--- config.mk ---
export PLATFORM = sky130hd
export DESIGN_NAME = cell_plotter
export DESIGN_NICKNAME = d
export VERILOG_FILES = /design/src/rtl/tetris_pkg.sv /design/src/rtl/cell_plotter_raster_counter.sv /design/src/rtl/cell_plotter.sv
export SDC_FILE = /design/constraint.sdc
export NUM_CORES = 1
export LEC_CHECK = 0
export CAP_MARGIN = 20
export CELL_PAD_IN_SITES_DETAIL_PLACEMENT = 0
export CELL_PAD_IN_SITES_GLOBAL_PLACEMENT = 1
export CORE_UTILIZATION = 36
export DETAILED_ROUTE_END_ITERATION = 12
export HOLD_SLACK_MARGIN = 0.03
export PLACE_DENSITY_LB_ADDON = 0.1
export SLEW_MARGIN = 10
export SYNTH_ARGS = -nofsm -noshare
export SYNTH_HDL_FRONTEND = slang
export SYNTH_SLANG_ARGS = --single-unit
--- constraint.sdc ---
create_clock -name clk -period 2.3 [get_ports clk]
set_clock_uncertainty 0.2 [all_clocks]
set_input_delay 0.345 -clock clk [delete_from_list [all_inputs] [get_ports clk]]
set_output_delay 0.345 -clock clk [all_outputs]
set_load 0.05 [all_outputs]
--- src/rtl/tetris_pkg.sv ---
// Shared Tetris definitions: draw modes, plotter state encoding and default
// playfield geometry used by both the plotter and the game control.
package tetris_pkg;

  localparam logic [1:0] MODE_FILL    = 2'b00;
  localparam logic [1:0] MODE_OUTLINE = 2'b01;
  localparam logic [1:0] MODE_CLEAR   = 2'b10;

  typedef enum logic [1:0] {
    ST_IDLE = 2'd0,
    ST_PLOT = 2'd1,
    ST_DONE = 2'd2
  } state_t;

  localparam int DEF_CELL_W    = 4;
  localparam int DEF_CELL_H    = 4;
  localparam int DEF_GRID_COLS = 10;
  localparam int DEF_GRID_ROWS = 20;
  localparam int DEF_ORIGIN_X  = 40;

  // Bits needed to index n items, never less than one.
  function automatic int width_of(input int n);
    return (n > 1) ? $clog2(n) : 1;
  endfunction

endpackage

--- src/rtl/cell_plotter_raster_counter.sv ---
// Two-dimensional px/py scan counter: px runs fastest, both wrap at the cell
// edge, and last flags the final pixel of the cell.
module raster_counter
  import tetris_pkg::*;
#(
  parameter int CELL_W = DEF_CELL_W,
  parameter int CELL_H = DEF_CELL_H,
  localparam int PX_W  = width_of(CELL_W),
  localparam int PY_W  = width_of(CELL_H)
) (
  input  logic            clk,
  input  logic            reset_n,
  input  logic            clear,
  input  logic            step,
  output logic [PX_W-1:0] px,
  output logic [PY_W-1:0] py,
  output logic [PX_W-1:0] nxt_px,
  output logic [PY_W-1:0] nxt_py,
  output logic            last
);

  localparam logic [PX_W-1:0] PX_LAST = PX_W'(CELL_W - 1);
  localparam logic [PY_W-1:0] PY_LAST = PY_W'(CELL_H - 1);

  logic [PX_W-1:0] px_q;
  logic [PY_W-1:0] py_q;
  logic            px_end;
  logic            py_end;

  assign px_end = (px_q == PX_LAST);
  assign py_end = (py_q == PY_LAST);

  // The successor position is independent of step so the parent can
  // register the next pixel's address in the same cycle it advances.
  always_comb begin
    nxt_px = px_q + 1'b1;
    nxt_py = py_q;
    if (px_end) begin
      nxt_px = '0;
      nxt_py = py_end ? '0 : py_q + 1'b1;
    end
  end

  always_ff @(posedge clk or negedge reset_n) begin
    if (!reset_n) begin
      px_q <= '0;
      py_q <= '0;
    end else if (clear) begin
      px_q <= '0;
      py_q <= '0;
    end else if (step) begin
      px_q <= nxt_px;
      py_q <= nxt_py;
    end
  end

  assign px   = px_q;
  assign py   = py_q;
  assign last = px_end && py_end;

endmodule

--- src/rtl/cell_plotter.sv ---
// Grid-cell rasteriser: turns one (col,row,colour,mode) request into a burst
// of single-pixel writes on the vga_adapter plot bus, with ready/done/err.
module cell_plotter
  import tetris_pkg::*;
#(
  parameter int X_W       = 8,
  parameter int Y_W       = 7,
  parameter int COLOUR_W  = 6,
  parameter int CELL_W    = DEF_CELL_W,
  parameter int CELL_H    = DEF_CELL_H,
  parameter int GRID_COLS = DEF_GRID_COLS,
  parameter int GRID_ROWS = DEF_GRID_ROWS,
  parameter int ORIGIN_X  = DEF_ORIGIN_X,
  parameter int ORIGIN_Y  = 0,
  parameter int BG_COLOUR = 0,
  localparam int COL_W    = width_of(GRID_COLS),
  localparam int ROW_W    = width_of(GRID_ROWS)
) (
  input  logic                clk,
  input  logic                reset_n,
  input  logic                req,
  input  logic [COL_W-1:0]    col,
  input  logic [ROW_W-1:0]    row,
  input  logic [COLOUR_W-1:0] colour_in,
  input  logic [1:0]          mode,
  output logic                ready,
  output logic [X_W-1:0]      X,
  output logic [Y_W-1:0]      Y,
  output logic [COLOUR_W-1:0] colour,
  output logic                writeEn,
  output logic                done,
  output logic                err
);

  localparam int PX_W = width_of(CELL_W);
  localparam int PY_W = width_of(CELL_H);
  localparam logic [PX_W-1:0]     PX_LAST = PX_W'(CELL_W - 1);
  localparam logic [PY_W-1:0]     PY_LAST = PY_W'(CELL_H - 1);
  localparam logic [COLOUR_W-1:0] BG      = COLOUR_W'(BG_COLOUR);

  if (ORIGIN_X + GRID_COLS * CELL_W > 2 ** X_W) begin : g_bad_x
    $fatal(1, "cell_plotter: playfield does not fit in X_W");
  end
  if (ORIGIN_Y + GRID_ROWS * CELL_H > 2 ** Y_W) begin : g_bad_y
    $fatal(1, "cell_plotter: playfield does not fit in Y_W");
  end
  if (BG_COLOUR >= 2 ** COLOUR_W) begin : g_bad_bg
    $fatal(1, "cell_plotter: BG_COLOUR does not fit in COLOUR_W");
  end

  function automatic logic [X_W-1:0] pix_x(input logic [COL_W-1:0] c,
                                           input logic [PX_W-1:0]  p);
    logic [31:0] s;
    s = 32'(ORIGIN_X) + 32'(c) * 32'(CELL_W) + 32'(p);
    return s[X_W-1:0];
  endfunction

  function automatic logic [Y_W-1:0] pix_y(input logic [ROW_W-1:0] r,
                                           input logic [PY_W-1:0]  q);
    logic [31:0] s;
    s = 32'(ORIGIN_Y) + 32'(r) * 32'(CELL_H) + 32'(q);
    return s[Y_W-1:0];
  endfunction

  // Mode 2'b11 falls through to fill.
  function automatic logic [COLOUR_W-1:0] pix_colour(input logic [1:0]          m,
                                                     input logic [COLOUR_W-1:0] c,
                                                     input logic [PX_W-1:0]     p,
                                                     input logic [PY_W-1:0]     q);
    logic                border;
    logic [COLOUR_W-1:0] res;
    border = (p == '0) || (p == PX_LAST) || (q == '0) || (q == PY_LAST);
    case (m)
      MODE_CLEAR:   res = BG;
      MODE_OUTLINE: res = border ? c : BG;
      default:      res = c;
    endcase
    return res;
  endfunction

  state_t                state_q, state_n;
  logic [COL_W-1:0]      col_q;
  logic [ROW_W-1:0]      row_q;
  logic [COLOUR_W-1:0]   colour_q;
  logic [1:0]            mode_q;
  logic                  latch, clear, step;
  logic [PX_W-1:0]       px, nxt_px;
  logic [PY_W-1:0]       py, nxt_py;
  logic                  last;
  logic                  ready_n, we_n, done_n, err_n;
  logic [X_W-1:0]        x_n;
  logic [Y_W-1:0]        y_n;
  logic [COLOUR_W-1:0]   colour_n;

  raster_counter #(
    .CELL_W (CELL_W),
    .CELL_H (CELL_H)
  ) u_raster (
    .clk     (clk),
    .reset_n (reset_n),
    .clear   (clear),
    .step    (step),
    .px      (px),
    .py      (py),
    .nxt_px  (nxt_px),
    .nxt_py  (nxt_py),
    .last    (last)
  );

  // Outputs are registered, so the pixel shown in a cycle is computed one
  // cycle ahead: at accept for (0,0), then from the counter's successor.
  always_comb begin
    state_n  = state_q;
    ready_n  = ready;
    x_n      = X;
    y_n      = Y;
    colour_n = colour;
    we_n     = 1'b0;
    done_n   = 1'b0;
    err_n    = 1'b0;
    latch    = 1'b0;
    clear    = 1'b0;
    step     = 1'b0;
    case (state_q)
      ST_IDLE: begin
        ready_n = 1'b1;
        if (req) begin
          latch = 1'b1;
          if (32'(col) >= 32'(GRID_COLS) || 32'(row) >= 32'(GRID_ROWS)) begin
            err_n = 1'b1;
          end else begin
            clear    = 1'b1;
            state_n  = ST_PLOT;
            ready_n  = 1'b0;
            we_n     = 1'b1;
            x_n      = pix_x(col, '0);
            y_n      = pix_y(row, '0);
            colour_n = pix_colour(mode, colour_in, '0, '0);
          end
        end
      end
      ST_PLOT: begin
        if (last) begin
          state_n = ST_DONE;
          done_n  = 1'b1;
        end else begin
          step     = 1'b1;
          we_n     = 1'b1;
          x_n      = pix_x(col_q, nxt_px);
          y_n      = pix_y(row_q, nxt_py);
          colour_n = pix_colour(mode_q, colour_q, nxt_px, nxt_py);
        end
      end
      ST_DONE: begin
        state_n = ST_IDLE;
        ready_n = 1'b1;
      end
      default: begin
        state_n = ST_IDLE;
        ready_n = 1'b1;
      end
    endcase
  end

  always_ff @(posedge clk or negedge reset_n) begin
    if (!reset_n) begin
      state_q <= ST_IDLE;
      ready   <= 1'b1;
      X       <= '0;
      Y       <= '0;
      colour  <= '0;
      writeEn <= 1'b0;
      done    <= 1'b0;
      err     <= 1'b0;
    end else begin
      state_q <= state_n;
      ready   <= ready_n;
      X       <= x_n;
      Y       <= y_n;
      colour  <= colour_n;
      writeEn <= we_n;
      done    <= done_n;
      err     <= err_n;
    end
  end

  always_ff @(posedge clk) begin
    if (latch) begin
      col_q    <= col;
      row_q    <= row;
      colour_q <= colour_in;
      mode_q   <= mode;
    end
  end

  logic unused_pos;
  assign unused_pos = ^{px, py};

endmodule

Word-level counts from Yosys, hierarchy flattened. Index checks and enable logic that the tools add are counted.

$add $sub $neg: 6. Magnitude comparators: 2. Equality and inequality tests: 12. Muxes and demuxes: 41. Reductions and logical operators: 12.

Operators with widths (count): 6-bit two-way mux (5); 8-bit two-way mux (3); 6-bit case mux with 2 select lines (2); 7-bit two-way mux (3); 2-bit two-way mux (10); 8-bit case mux with 2 select lines (1); 6-bit by 6-bit adder with 7-bit output, first input constant (2); 7-bit case mux with 2 select lines (1); 1-bit two-way mux (13); 2-bit == test, second input constant (6); 7-bit by 2-bit adder with 8-bit output (1); 2-bit inequality test, second input constant (4); 7-bit by 2-bit adder with 7-bit output (1); 2-bit logical NOT (3); 5-bit >= comparator, second input constant (1); 2-bit by 1-bit adder with 2-bit output, second input constant (2); 2-bit by 1-bit == test with 1-bit output, second input constant (2); 4-bit >= comparator, second input constant (1); 1-bit logical OR (4); 1-bit case mux with 2 select lines (2); 2-bit case mux with 2 select lines (1); 4-bit AND reduction (1); 2-bit nonzero test (2); 3-bit AND reduction (1); 1-bit logical AND (1).

Register bits: 48. Logic and storage cells: 87.

Longest topological paths before layout. Gate-level depths: netlist of the first run.

Depth after elaboration: 10. Gate-level depth with buffers: 7. Gate-level depth less buffers: 5.

Hierarchy. A second synthesis of the first run with hierarchy kept.

Cells, all modules: 162. Area, all modules: 2250.9 µm².

By module, submodules not included: cell_plotter (times used 1, cells each 139, area an instance 1993.2 µm², seq. area each 1162.4 µm²); raster_counter (times used 1, cells each 23, area an instance 257.7 µm², seq. area each 100.1 µm²).

Least setup slack after synthesis of the first run. OpenSTA, ideal clock, no wires.

Path type: flip-flop to flip-flop. Start point: reg state_q[0]. End point: reg colour[0]. Setup time: 0.126 ns. Arrival time: 2.009 ns. Required time: 1.974 ns. Slack: -0.035 ns. Stages on the path, launching flop included: 5. Buffers on the path: 0. Clock period less this slack: 2.335 ns. Cells stage by stage: dfrtp_1 > nor3b_2 > nand3_1 > and3_1 > a221o_1.

Longest elaborated chain between the ends: 3. Elaborated cells on any way between the ends: 8.

RTL lines: start, declared (RTL line cell_plotter.sv:81) `state_t state_q, state_n;`; start signal, assigned (RTL line cell_plotter.sv:176) `state_q <= state_n;`; 2-bit by 1-bit == test with 1-bit output or 2-bit logical NOT (tied branches) (RTL line cell_plotter.sv:124) `case (state_q)`; 2-bit inequality test (no source line) or 2-bit nonzero test (tied branches); 4-bit AND reduction (no source line); end signal, assigned (RTL line cell_plotter.sv:180) `colour <= colour_n;`; end, declared (RTL line cell_plotter.sv:29) `output logic [COLOUR_W-1:0] colour,`.

Parallel ways exist; a longest one is shown, timed or not. A chain may end at the register's enable or synchronous reset.

Worst setup path after layout of the first run.
Start point: reg ready. End point: out ready.

RTL lines: start, declared (RTL line cell_plotter.sv:26) `output logic ready,`; start signal, assigned (RTL line cell_plotter.sv:177) `ready <= ready_n;`.

No word-level cell between the ends.

==> key figures, run 1 <==
Status
  • Status: completed

Die
  • Row Count: 27
  • Die H: between 70 and 80 µm
  • Total die area: between 5000 and 6000 µm²
  • Starting Density: 37.3%
  • Core Area: about 5500 µm²
  • Die width: 77.3 µm
  • Total I/O pin count: 45

Pwr
  • Int Pwr: 2240 µW
  • Combinational power share: 52.5%
  • Psw: between 1500 and 2000 µW
  • Flop pwr share: roughly 34%
  • Clk pwr share: around 14%
  • Pwr Density: approximately 1400 nW/µm²
  • Switching Fraction: a little over two fifths
  • Static leakage power: approximately 0.0012 µW
  • Max IR drop VDD: ~610 µV

Global routing
  • First-pass GRT wire length: around 6900 µm
  • Gr usage total: between 10% and 20%
  • Vias in the first global route: 1434
  • Largest net degree at the start of global routing: 21
  • Initial antenna violation count: 0
  • GR Overflow Total: 0

Route
  • Number of remaining DRC errors: 0
  • Vias per cell: a little under 5
  • Vias: roughly 1400
  • Final ANT Viol Nets: 0
  • Routed wire length: 4070 µm
  • Mean routed wirelength per cell: between 10 and 15 µm
  • Drt pass-1 iters: 4
  • Drt first-iter violations: 74

Cells and area
  • Final non-filler cell area: between 2000 and 3000 µm²
  • Final Net Count: roughly 250
  • Ant. Diodes: 0
  • Area growth, synth to finish: 35.8%
  • Fin cells: about 300
  • Ratio of cells with drive above 1 in the final layout: approximately 14%

Setup path
  • CP Launch Type: flip-flop
  • WP data arrival: roughly 1.6 ns
  • CP endpoint kind: primary output
  • Worst path bufs/invs: 1
  • WP data required: ~1.8 ns
  • Crit path max-delay cell type: clkdlybuf4s50_1
  • Max FO, Critical Path: 2
  • CP cell instances: clkdlybuf4s50_1
  • Crit-path max cell delay: 0.79 ns
  • Crit path max-delay family: buffers and inverters
  • Type of the worst setup path: flip-flop to primary output

Logic synthesis
  • Share of flip-flops with an asynchronous set or reset: around 64%
  • Synth Instances: 164
  • Post-Syn Nets: 189
  • Syn_area_per_cell: around 12 µm²
  • Primary FF master, synth: dfrtp_1
  • Post-synth cell types: 39
  • Synth cell count leaders: 29 x dfrtp_1, 19 x nand2_1, 17 x edfxtp_1
  • Yosys reg bits: 47
  • Seq/Total Area, Yosys: between 60% and 70%
  • Post-synth EDFFs: 17
  • Synth top area share: between 30% and 40%
  • Area leader, netlist: dfrtp_1
  • Most frequent cell after synthesis: dfrtp_1
  • Synth area leaders: dfrtp_1 36%, edfxtp_1 25%, mux2i_1 4.4%
  • Synth Cell Area: ~2000 µm²
  • Yosys Warn Count: 0

CTS
  • Num CTS Buffers: 5
  • Clock slew at reported path FFs: around 0.09 ns
  • CTS sink cnt: 47
  • Clk root buf: clkbuf_8
  • CTS max path bufs: 2
  • CTS tree: yes
  • Clk_lat worst skew: 0.30 ns
  • H-Tree Level Count: 2

Placement
  • Placed cell count: between 200 and 300
  • Port Buffers: 43
  • Area post-placement: 2670 µm²
  • HPWL Detailed: slightly above 3000 µm
  • GPL Wtd Cong: around 0.80

STA
  • Measured slew at the worst slew-check pin: 0.557 ns
  • Final Hold Fails: 0
  • Slew Limit Fails: 0
  • RSZ-0062 raised after global routing: no
  • Fmax: ~460 MHz
  • Final setup fails: 0
  • Final period util: between 90% and 100%
  • Post-route minimum period: 2.17 ns
  • Worst slew margin: a little over three fifths

Flow run
  • MaxCap Viol Count: 0

Worst hold path
  • Worst hold path type: input port to asynchronous set/reset pin
[layout by cell type (no fill, tap or decap), types with 2 or more instances in the layout]
master           count
nor2_1              10
o31ai_1              2
mux2i_1              9
nand3_1              2
ha_1                 4
nand2_1             19
a21oi_1              2
nand2b_1             2
clkdlybuf4s50_1     43
xnor2_1              3
buf_4               14
o21ai_0             11
a221o_1              6
nor2b_1              2
dfrtp_1             29
edfxtp_1            17
clkbuf_8             7
a211oi_1             2
buf_12               2
inv_1                3
and3_1              14
[power groups by stage]
stage	sequential, µW	clock, µW	combinational (µW)
floorplan	1960	0	795
global placement	1330	0	2060
detailed placement	1340	0	2090
CTS	1330	562	2090
global route	1360	595	2240
finish	1330	548	2070
[what timing repair did]
action	CTS	global route
hold buffers	0	0
setup buffers	0	0
resized for setup	0	1
endpoints found under the setup margin	0	1
[final cells by class]
cell class	count	area [µm²]
clock buffer	7	96.3
clock inverter	1	7.51
fill	509	2700
inverter	4	15.0
multi-input combinational	105	724
sequential	47	1260
tap	72	90.1
timing repair buffer	59	576
[cell families after synthesis]
group | Yosys count | share of synthesized area, %
compound gates | 32 | 12.1
xor+xnor | 4 | 1.72
fa+ha+maj | 5 | 3.07
buf+inv | 12 | 3.07
flops | 47 | 61.9
mux | 10 | 4.97
other cells | 1 | 0.184
simple gates | 53 | 13.0
[path summary, 6_finish.rpt]
check	from	to	slack, ns	cells after the start
setup reg to reg	u_raster.py[0]	colour[5]	0.17	5
hold / removal	reset_n	colour[4]	0.19	1
setup / recovery	ready	ready	0.13	1
hold reg to reg	X[1]	X[1]	0.27	2
max in group asynchronous	reset_n	Y[4]	1.21	2
min in group clk	X[1]	X[1]	0.27	2
[stage by stage]
stage	util, %	setup slack [ns]	TNS [ns]	power (µW)	hold WS [ns]
6_report	50.6	0.130	0	3950	0.193
2_1_floorplan	-	0.239	0	2750	-0.151
4_1_cts	50.6	0.105	0	3980	0.216
3_3_place_gp	48.7	0.0217	0	3390	0.252
5_1_grt	50.6	0.00305	0	4190	0.243
3_5_place_dp	48.7	-0.128	-0.801	3430	0.259
[flip-flops by register name, summed over array words and instances, names as in the netlist]
name	flops
colour	6
Y	7
row_q	5
done	1
err	1
mode_q	2
col_q	4
X	7
colour_q	6
u_raster.px	2
writeEn	1
ready	1
state_q	2
u_raster.py	2
[worst reg2reg max path: stages (launching register included)]
cell	delay, ns
dfrtp_1	0.47
ha_1	0.38
nor4bb_1	0.32
nor2_1	0.10
a31oi_2	0.39
a221o_1	0.22
[per-layer routing]
| metal | share of wire (%) | vias to the layer above | wire, µm | track usage [%] |
|---|---|---|---|---|
| li1 | - | 710 | - | - |
| met1 | 47 | 693 | 1900 | 19.4 |
| met2 | 48 | 36 | 1950 | 24.2 |
| met3 | 3.7 | 7 | 151 | 2.74 |
| met4 | 1.7 | 0 | 68 | 6.79 |
| met5 | 0 | - | 0 | 0 |
Note: power is estimated with default switching activity, not from simulation.
==> run 2: changes to the inputs <==
--- a/config.mk
+++ b/config.mk
@@ -10,9 +10,10 @@
 export CELL_PAD_IN_SITES_GLOBAL_PLACEMENT = 1
 export CORE_UTILIZATION = 36
 export DETAILED_ROUTE_END_ITERATION = 12
+export GPL_TIMING_DRIVEN = 1
 export HOLD_SLACK_MARGIN = 0.03
 export PLACE_DENSITY_LB_ADDON = 0.1
-export SLEW_MARGIN = 10
+export SLEW_MARGIN = 20
 export SYNTH_ARGS = -nofsm -noshare
 export SYNTH_HDL_FRONTEND = slang
 export SYNTH_SLANG_ARGS = --single-unit
==> results of run 2 <==
No change in the layout: final DEF, timing and power equal those of run 1.
==> run 3: changes to the inputs <==
--- a/config.mk
+++ b/config.mk
@@ -9,6 +9,7 @@
 export CELL_PAD_IN_SITES_DETAIL_PLACEMENT = 0
 export CELL_PAD_IN_SITES_GLOBAL_PLACEMENT = 1
 export CORE_UTILIZATION = 36
+export CTS_CLUSTER_SIZE = 14
 export DETAILED_ROUTE_END_ITERATION = 12
 export GPL_TIMING_DRIVEN = 1
 export HOLD_SLACK_MARGIN = 0.03
==> results of run 3 <==
No change in the layout: final DEF, timing and power equal those of run 1.
